### src/rtl/rv32i_types.sv
// Shared RV32I pipeline types: fetch FSM states, NOP encoding and the IF/ID bundle.
package rv32i_types;

  typedef enum logic [1:0] {
    F_BOOT   = 2'd0,
    F_WAIT   = 2'd1,
    F_HOLD   = 2'd2,
    F_SQUASH = 2'd3
  } fetch_state_t;

  localparam logic [31:0] NOP_INST  = 32'h0000_0013;
  localparam logic [31:0] WORD_MASK = 32'hffff_fffc;

  typedef struct packed {
    logic        valid;
    logic [31:0] pc;
    logic [31:0] pc_next;
    logic [31:0] inst;
  } if_id_t;

  function automatic logic [31:0] word_align(input logic [31:0] addr);
    return addr & WORD_MASK;
  endfunction

endpackage

### src/rtl/fetch_stage_if.sv
// Instruction-memory port between the fetch stage (master) and memory/stall logic (slave).
interface fetch_stage_if;
  // imem_req is a one-cycle strobe that opens a request for imem_addr/imem_rmask;
  // the request stays outstanding until a cycle with imem_resp=1, which carries
  // imem_rdata. The master never raises imem_req again before that response.
  logic        imem_req;
  logic [31:0] imem_addr;
  logic [3:0]  imem_rmask;
  logic [31:0] imem_rdata;
  logic        imem_resp;

  modport master (
    output imem_req,
    output imem_addr,
    output imem_rmask,
    input  imem_rdata,
    input  imem_resp
  );

  modport slave (
    input  imem_req,
    input  imem_addr,
    input  imem_rmask,
    output imem_rdata,
    output imem_resp
  );
endinterface

### src/rtl/fetch_stage.sv
// RV32I fetch stage: one-outstanding-request fetch FSM feeding the IF/ID bundle.
// Optional FETCH_INST_BUF_EN holds the last accepted instruction word in a register.
module fetch_stage
  import rv32i_types::*;
#(
  parameter logic [31:0] RESET_PC = 32'h1eceb000
) (
  input  logic         clk,
  input  logic         rst,
  input  logic         move,
  input  logic         stop_fetch,
  input  logic         redirect_valid,
  input  logic [31:0]  redirect_pc,
  fetch_stage_if.master imem,
  output logic         if_id_valid,
  output logic [31:0]  if_id_pc,
  output logic [31:0]  if_id_pc_next,
  output logic [31:0]  if_id_inst,
  output fetch_state_t dbg_state
);

  fetch_state_t state;
  logic [31:0]  pc;
  logic         outstanding;
  logic [31:0]  sq_target;
  logic         req_q;
  logic [31:0]  addr_q;
  logic [3:0]   rmask_q;
  logic         valid_q;
  logic [31:0]  id_pc_q;
  logic [31:0]  id_pc_next_q;
  logic [31:0]  inst_w;
  if_id_t       if_id;

  logic [31:0] pc_plus4;
  logic [31:0] redirect_aligned;
  logic [31:0] fetch_target;
  logic        resp_hit;
  logic        can_issue;

  assign pc_plus4         = pc + 32'd4;
  assign redirect_aligned = word_align(redirect_pc);
  assign fetch_target     = redirect_valid ? redirect_aligned : pc_plus4;
  assign resp_hit         = imem.imem_resp && outstanding;
  // A response arriving this cycle frees the single slot, so the next fetch may go out.
  assign can_issue        = !outstanding || imem.imem_resp;

  // All progress is gated on move; the stall controller must raise move in the
  // response cycle or the response is not consumed.
  always_ff @(posedge clk) begin
    if (rst) begin
      state        <= F_BOOT;
      pc           <= RESET_PC;
      outstanding  <= 1'b0;
      sq_target    <= 32'h0;
      req_q        <= 1'b0;
      addr_q       <= RESET_PC;
      rmask_q      <= 4'h0;
      valid_q      <= 1'b0;
      id_pc_q      <= 32'h0;
      id_pc_next_q <= 32'h0;
    end else begin
      req_q <= 1'b0;
      case (state)
        F_BOOT: begin
          req_q       <= 1'b1;
          addr_q      <= RESET_PC;
          rmask_q     <= 4'hf;
          pc          <= RESET_PC;
          outstanding <= 1'b1;
          state       <= F_WAIT;
        end
        F_WAIT: begin
          if (move) begin
            valid_q <= resp_hit;
            if (resp_hit) begin
              id_pc_q      <= pc;
              id_pc_next_q <= pc_plus4;
              outstanding  <= 1'b0;
            end
            if (can_issue) begin
              if (!stop_fetch) begin
                req_q       <= 1'b1;
                addr_q      <= fetch_target;
                pc          <= fetch_target;
                outstanding <= 1'b1;
              end else begin
                state <= F_HOLD;
              end
            end else if (redirect_valid) begin
              sq_target <= redirect_aligned;
              state     <= F_SQUASH;
            end
          end
        end
        F_HOLD: begin
          if (move) begin
            valid_q <= 1'b0;
            if (!stop_fetch) begin
              req_q       <= 1'b1;
              addr_q      <= fetch_target;
              pc          <= fetch_target;
              outstanding <= 1'b1;
              state       <= F_WAIT;
            end
          end
        end
        F_SQUASH: begin
          if (move) begin
            valid_q <= 1'b0;
            if (outstanding) begin
              // The stale response is consumed here and never reaches IF/ID.
              if (imem.imem_resp) outstanding <= 1'b0;
              if (redirect_valid) sq_target <= redirect_aligned;
            end else if (!stop_fetch) begin
              req_q       <= 1'b1;
              addr_q      <= redirect_valid ? redirect_aligned : sq_target;
              pc          <= redirect_valid ? redirect_aligned : sq_target;
              outstanding <= 1'b1;
              state       <= F_WAIT;
            end else if (redirect_valid) begin
              sq_target <= redirect_aligned;
            end
          end
        end
        default: state <= F_BOOT;
      endcase
    end
  end

`ifdef FETCH_INST_BUF_EN
  logic [31:0] inst_buf;

  always_ff @(posedge clk) begin
    if (rst) begin
      inst_buf <= NOP_INST;
    end else if (state == F_WAIT && move && resp_hit) begin
      inst_buf <= imem.imem_rdata;
    end
  end

  assign inst_w = inst_buf;
`else
  assign inst_w = imem.imem_resp ? imem.imem_rdata : NOP_INST;
`endif

  always_comb begin
    if_id         = '0;
    if_id.valid   = valid_q;
    if_id.pc      = id_pc_q;
    if_id.pc_next = id_pc_next_q;
    if_id.inst    = inst_w;
  end

  assign imem.imem_req   = req_q;
  assign imem.imem_addr  = addr_q;
  assign imem.imem_rmask = rmask_q;
  assign if_id_valid     = if_id.valid;
  assign if_id_pc        = if_id.pc;
  assign if_id_pc_next   = if_id.pc_next;
  assign if_id_inst      = if_id.inst;
  assign dbg_state       = state;

endmodule

### src/flat_wrapper.sv
// flat-port wrapper written by rule: the top's interface ports become plain ports
module fetch_stage_flat import rv32i_types::*;
#(
  parameter logic [31:0] RESET_PC = 32'h1eceb000
)
  (clk, rst, move, stop_fetch, redirect_valid, redirect_pc, if_id_valid, if_id_pc, if_id_pc_next, if_id_inst, dbg_state, imem_imem_req, imem_imem_addr, imem_imem_rmask, imem_imem_rdata, imem_imem_resp);
  fetch_stage_if imem_i ();
  input  logic clk;
  input  logic rst;
  input  logic move;
  input  logic stop_fetch;
  input  logic redirect_valid;
  input  logic [31:0] redirect_pc;
  output logic if_id_valid;
  output logic [31:0] if_id_pc;
  output logic [31:0] if_id_pc_next;
  output logic [31:0] if_id_inst;
  output fetch_state_t dbg_state;
  output wire logic [$bits(imem_i.imem_req)-1:0] imem_imem_req;
  output wire logic [$bits(imem_i.imem_addr)-1:0] imem_imem_addr;
  output wire logic [$bits(imem_i.imem_rmask)-1:0] imem_imem_rmask;
  input wire logic [$bits(imem_i.imem_rdata)-1:0] imem_imem_rdata;
  input wire logic [$bits(imem_i.imem_resp)-1:0] imem_imem_resp;
  assign imem_imem_req = imem_i.imem_req;
  assign imem_imem_addr = imem_i.imem_addr;
  assign imem_imem_rmask = imem_i.imem_rmask;
  assign imem_i.imem_rdata = imem_imem_rdata;
  assign imem_i.imem_resp = imem_imem_resp;
  fetch_stage #(.RESET_PC(RESET_PC)) u_core (.clk(clk), .rst(rst), .move(move), .stop_fetch(stop_fetch), .redirect_valid(redirect_valid), .redirect_pc(redirect_pc), .imem(imem_i), .if_id_valid(if_id_valid), .if_id_pc(if_id_pc), .if_id_pc_next(if_id_pc_next), .if_id_inst(if_id_inst), .dbg_state(dbg_state));
endmodule
### config.mk
export PLATFORM = sky130hd
export DESIGN_NAME = fetch_stage_flat
export DESIGN_NICKNAME = d
export VERILOG_FILES = /design/src/rtl/rv32i_types.sv /design/src/rtl/fetch_stage_if.sv /design/src/rtl/fetch_stage.sv /design/src/flat_wrapper.sv
export SDC_FILE = /design/constraint.sdc
export NUM_CORES = 1
export LEC_CHECK = 0
export CORE_AREA = 2 2 118 205
export DETAILED_ROUTE_END_ITERATION = 8
export DIE_AREA = 0 0 120 207
export GPL_ROUTABILITY_DRIVEN = 0
export SETUP_SLACK_MARGIN = 0.5
export SLEW_MARGIN = 30
export SYNTH_ARGS = -nofsm -noshare
export SYNTH_HDL_FRONTEND = slang
export SYNTH_SLANG_ARGS = --single-unit
### constraint.sdc
create_clock -name clk -period 2.14 [get_ports clk]
set_clock_uncertainty 0.15 [all_clocks]
set_input_delay 0.321 -clock clk [delete_from_list [all_inputs] [get_ports clk]]
set_output_delay 0.321 -clock clk [all_outputs]
set_load 0.005 [all_outputs]
; ---- After elaboration in Yosys (flattened, before gate mapping)
; Index checks and enable logic that the tools add are counted.
[word_totals]
register_bits = 166
in_bits = 70
elab_cells = 90
[classes]
eq_ne = 15
reduce_logical = 13
muxes = 51
addsub = 1
[op_table]
columns = operator, n
row1 = $mux W32, 19
row2 = $pmux W32 S4, 2
row3 = $pmux W32 S2, 1
row4 = $add A32 B3 Y32 const B, 1
row5 = $mux W1, 17
row6 = $mux W2, 8
row7 = $ne A2 B2 Y1 const B, 7
row8 = $reduce_and A6 Y1, 2
row9 = $pmux W1 S4, 2
row10 = $pmux W2 S4, 1
row11 = $ne A3 B2 Y1 const B, 2
row12 = $reduce_and A3 Y1, 2
row13 = $reduce_and A5 Y1, 1
row14 = $eq A2 B2 Y1 const B, 2
row15 = $ne A2 B1 Y1 const B, 2
row16 = $reduce_and A4 Y1, 1
row17 = $reduce_bool A2 Y1, 2
row18 = $ne A3 B3 Y1 const B, 1
row19 = $eq A2 B1 Y1 const B, 1
row20 = $logic_not A2 Y1, 1
row21 = $pmux W1 S2, 1
row22 = $reduce_or A2 Y1, 1
row23 = $logic_and A1 B1 Y1, 1
row24 = $logic_not A1 Y1, 1
row25 = $logic_or A1 B1 Y1, 1

; ---- Longest topological paths before layout
[depth]
depth_word = 6
ltp_mapped = 9
mapped_depth_nobuf = 7

; ---- Least setup slack after synthesis
; No wires, ideal clock.
[synth_path]
kind = register to register
from = register u_core.state[0], in the netlist u_core.dbg_state[0]
to = register u_core.pc[20]
t_arrival_ps = 1938
n_path_buf = 1
path_stages_with_launch = 9
setup_time_ps = 70
required_time_ps = 1920
synth_period_minus_slack_ps = 2158
slack_ps = -18
cell_sequence = dfxtp_1 > inv_1 > ha_1 > a22oi_2 > o21ai_1 > or3_1 > buf_2 > o32ai_1 > o2bb2ai_1
[synth_via]
elab_chain_len = 3
[synth_lines]
columns = item, line
row1 = "start, declared", fetch_stage.sv:22  ; fetch_state_t state;
row2 = "start signal, assigned", fetch_stage.sv:52  ; state <= F_BOOT;
row3 = "start signal, assigned", fetch_stage.sv:71  ; state <= F_WAIT;
row4 = "start signal, assigned", fetch_stage.sv:88  ; state <= F_HOLD;
row5 = $eq A2 B2 Y1 / $eq A2 B1 Y1 (equally long branches), fetch_stage.sv:64  ; case (state)
row6 = $ne A2 B2 Y1 (no source line) / $ne A2 B1 Y1 (equally long branches), --
row7 = $reduce_and A6 Y1 (no source line), --
row8 = "end signal, assigned", fetch_stage.sv:85  ; pc <= fetch_target;
row9 = "end signal, assigned", fetch_stage.sv:102  ; pc <= fetch_target;
row10 = "end signal, assigned", fetch_stage.sv:118  ; pc <= redirect_valid ? redirect_aligned : sq_target;
row11 = "end, declared", fetch_stage.sv:23  ; logic [31:0] pc;
; Several ways; a longest one is shown, not always the timed one.
; A chain may end at the register's enable or synchronous reset.

; ---- Worst setup path after layout
[layout_path]
from = register u_core.state[1], in the netlist u_core.dbg_state[1]
to = register u_core.pc[24]
; Same word-level chain as after synthesis.

==> key figures <==
Run status
  – Run status: complete, no violations

Final layout
  – Fraction of final layout cells with drive strength greater than 1: 28.5%
  – Total Nets Final: 1205
  – Relative area change from synthesis to final layout: 70.3%
  – Diode insertion count for antenna repair: 0
  – Most common cell after layout, fill and taps aside: sky130_fd_sc_hd__nand2_1
  – Leading cell types in the layout, fill and taps excluded: 97 x sky130_fd_sc_hd__nand2_1, 96 x sky130_fd_sc_hd__dfxtp_1, 95 x sky130_fd_sc_hd__buf_4
  – Design area: 11600 um2
  – Layout fillers: 2190

Job
  – Max-Cap Viols: 0

Synthesis
  – Main flop type after synthesis: sky130_fd_sc_hd__dfxtp_1
  – Seq cells post-synth: 132
  – Portion of synthesized cell area occupied by the leading cell type: 38.7%
  – Leading cell types by total area after synthesis: sky130_fd_sc_hd__dfxtp_1 39%, sky130_fd_sc_hd__mux2i_1 6.3%, sky130_fd_sc_hd__nand2_1 5.5%, sky130_fd_sc_hd__a21oi_1 4.9%, sky130_fd_sc_hd__nor2_1 4.9%
  – Number of unique standard cell types used by synthesis: 71
  – Number of flops mapped to enable cells by yosys: 0
  – Fraction of synthesis flops using an asynchronous set or reset pin: 0%
  – Syn nets: 907
  – Library cell with the largest summed area after synthesis: sky130_fd_sc_hd__dfxtp_1
  – Number of instances in the synthesized netlist: 831
  – Post-synthesis cell area: 6840 um2
  – Post-synthesis area per instance: 8.23 um2
  – Synth warnings: 0
  – Sequential share of the synthesized area: 38.7%

Placed design
  – Post-detail-place hpwl: 17200 um
  – Area of placed instances: 9860 um2
  – Port Buf Inserts: 203

STA
  – Final Critical Period: 2.09 ns
  – Period utilization: 97.9%
  – Slew of the pin with the lowest slew margin: 0.576 ns
  – Finish-stage setup viols: 0
  – Final hold slack: 0.294 ns
  – Count of final max-slew check failures: 0
  – Endpoints failing hold: 0
  – Worst slew slack as a fraction of its limit: 61.6%
  – Maximum clock frequency: 477 MHz
  – RSZ-0062 raised after global routing: true

Global route
  – Maximum number of pins on one net before global-route repair: 120
  – Via count of the first global-routing pass: 6952
  – Number of antenna violations at the first check in global routing: 0
  – Total GRT Usage: 19.6%
  – Global-route wire length before repair: 38000 um
  – GRT overflow: 0

Die
  – Floorplan die width: 120 um
  – Area of the core: 23200 um2
  – Placement Rows: 74
  – DIE AREA: 24800 um2
  – Vertical die dimension: 207 um
  – Initial Util: 29.4%
  – I/O pin count: 206

Detailed routing
  – Average routed wire per standard cell: 17.4 um
  – Final antenna-violating net count: 0
  – Ratio of routed vias to standard cells: 5.04
  – Total via count in the routed design: 7292
  – Drt total wl: 25200 um
  – Detailed router's first-iteration violation count: 497
  – 1st-pass router iterations: 5
  – DRC violations left: 0

Power
  – Areal power density over the cells: 970 nW/um2
  – Proportion of power drawn by combinational gates: 47.6%
  – Total net switching power: 4.03 mW
  – Sequential share of power: 26.5%
  – Switching share of power: 35.7%
  – Internal power consumption: 7.26 mW
  – Clock network power share: 25.9%
  – Maximum ir drop on the vdd rail: 576 uV
  – Leakage: 5.49 nW

Critical path
  – Largest driver fanout on the critical path: 4
  – Class of the most critical setup path: register to register
  – Startpoint type of the worst setup path: register
  – Req. time, crit path: 2.31 ns
  – Critical path data arrival time: 2.26 ns
  – Type of element capturing the critical path: register

Clock network
  – Number of buffers added by the clock tree synthesis step: 17
  – Insertion delay of the later-clocked pin in the worst-skew pair: 0.43 ns
  – Number of H-tree branching levels: 4
  – Maximum count of clock buffers along a single path: 2
  – Cell at the root of the clock tree: sky130_fd_sc_hd__clkbuf_16
  – Total clock sinks: 132
  – Clock tree from TritonCTS: built
  – Clock-pin transition on the worst setup and hold timing paths: 0.06 ns

Worst hold path
  – HP Class: input port to register
==> timing repair <==
item,in CTS,in global routing
setup endpoints to repair,266,220
resized for setup,162,111
setup buffers,47,17
gates cloned,4,1
pin swaps,17,28
hold buffers,0,0
==> final timing paths <==
kind	startpoint	to	slack, ns	cells after the start
max	u_core.dbg_state[1]$_SDFFE_PP0P_	u_core.pc[24]$_SDFFE_PP0P_	0.05	10
min	imem_imem_resp	u_core.outstanding$_SDFFE_PP0P_	0.29	5
max reg2reg	u_core.dbg_state[1]$_SDFFE_PP0P_	u_core.pc[24]$_SDFFE_PP0P_	0.05	10
min reg2reg	u_core.if_id_pc[14]$_SDFFE_PP0P_	u_core.if_id_pc[14]$_SDFFE_PP0P_	0.30	2
==> power groups by stage <==
stage,logic [mW],registers (mW),clock network [mW]
floorplan,2.31,3.04,0
global placement,4.11,3.05,0
detailed placement,4.16,3.06,0
CTS,4.87,2.99,2.98
global route,5.71,3.02,3.06
finish,5.37,2.99,2.93
==> cell type report <==
type | instances | area [um2] | area share, %
Clock inverter | 10 | 98.8 | 0.849
Sequential cell | 132 | 2730 | 23.5
Tap cell | 304 | 380 | 3.27
Clock buffer | 22 | 495 | 4.26
Multi-Input combinational cell | 606 | 4240 | 36.4
Inverter | 19 | 77.6 | 0.666
Timing Repair Buffer | 353 | 3620 | 31.1
==> synthesized netlist by cell type (14+ instances only) <==
cell type                  instances
sky130_fd_sc_hd__a21oi_1          67
sky130_fd_sc_hd__nor3_1           18
sky130_fd_sc_hd__xnor2_1          14
sky130_fd_sc_hd__inv_1            18
sky130_fd_sc_hd__mux2_2           16
sky130_fd_sc_hd__dfxtp_1         132
sky130_fd_sc_hd__nor2_1           89
sky130_fd_sc_hd__buf_2            22
sky130_fd_sc_hd__o21ai_0          35
sky130_fd_sc_hd__clkbuf_1         41
sky130_fd_sc_hd__mux2i_1          43
sky130_fd_sc_hd__nand2_1         100
sky130_fd_sc_hd__nand3_1          15
sky130_fd_sc_hd__a211oi_1         27
sky130_fd_sc_hd__and2_1           33
==> critical path: stages (launching register included) <==
cell,delay [ns]
sky130_fd_sc_hd__dfxtp_4,0.37
sky130_fd_sc_hd__inv_4,0.05
sky130_fd_sc_hd__ha_4,0.24
sky130_fd_sc_hd__a22oi_2,0.18
sky130_fd_sc_hd__o21ai_2,0.12
sky130_fd_sc_hd__buf_4,0.15
sky130_fd_sc_hd__buf_6,0.11
sky130_fd_sc_hd__nor3_4,0.19
sky130_fd_sc_hd__buf_6,0.15
sky130_fd_sc_hd__a21oi_2,0.03
sky130_fd_sc_hd__a311oi_1,0.22
==> state kept, by name, summed over array words and instances, names as in the netlist <==
name                    flops
u_core.sq_target           32
u_core.dbg_state            2
u_core.imem.imem_req        1
u_core.imem.imem_rmask      1
u_core.pc                  32
u_core.if_id_pc            32
u_core.if_id_valid          1
u_core.outstanding          1
u_core.if_id_pc_next       30
==> metrics by stage <==
stage          TNS (ns)  util, %  total power, mW  setup WS (ns)  cells
2_1_floorplan         0        -             5.35          0.221    831
3_3_place_gp      -4.61     42.4             7.16         -0.149   1345
3_5_place_dp      -5.78     42.4             7.22         -0.188   1345
4_1_cts               0     48.0             10.8         0.0668   1428
5_1_grt          -0.180     50.1             11.8        -0.0360   1446
6_report              0     50.1             11.3         0.0451   1446
==> cell families after synthesis <==
kind of cell	count (synthesis)	synth area share (%)
AND/OR/NAND/NOR	316	23.1
AO/OA/AOI/OAI	201	19.1
buffers and inverters	94	6.19
flip-flops	132	38.7
multiplexers	59	8.93
adder cells (fa/ha/maj)	6	1.10
XOR/XNOR	23	2.95
==> routing by layer <==
layer  GRT usage [%]  vias to the layer above  part of all wire (%)
li1                -                     3528                     -
met1            20.5                     3456                    37
met2            37.1                      259                    54
met3            3.91                       49                   5.3
met4            8.32                        0                   3.5
met5               0                        -                     0
(Power assumes the default switching activity.)
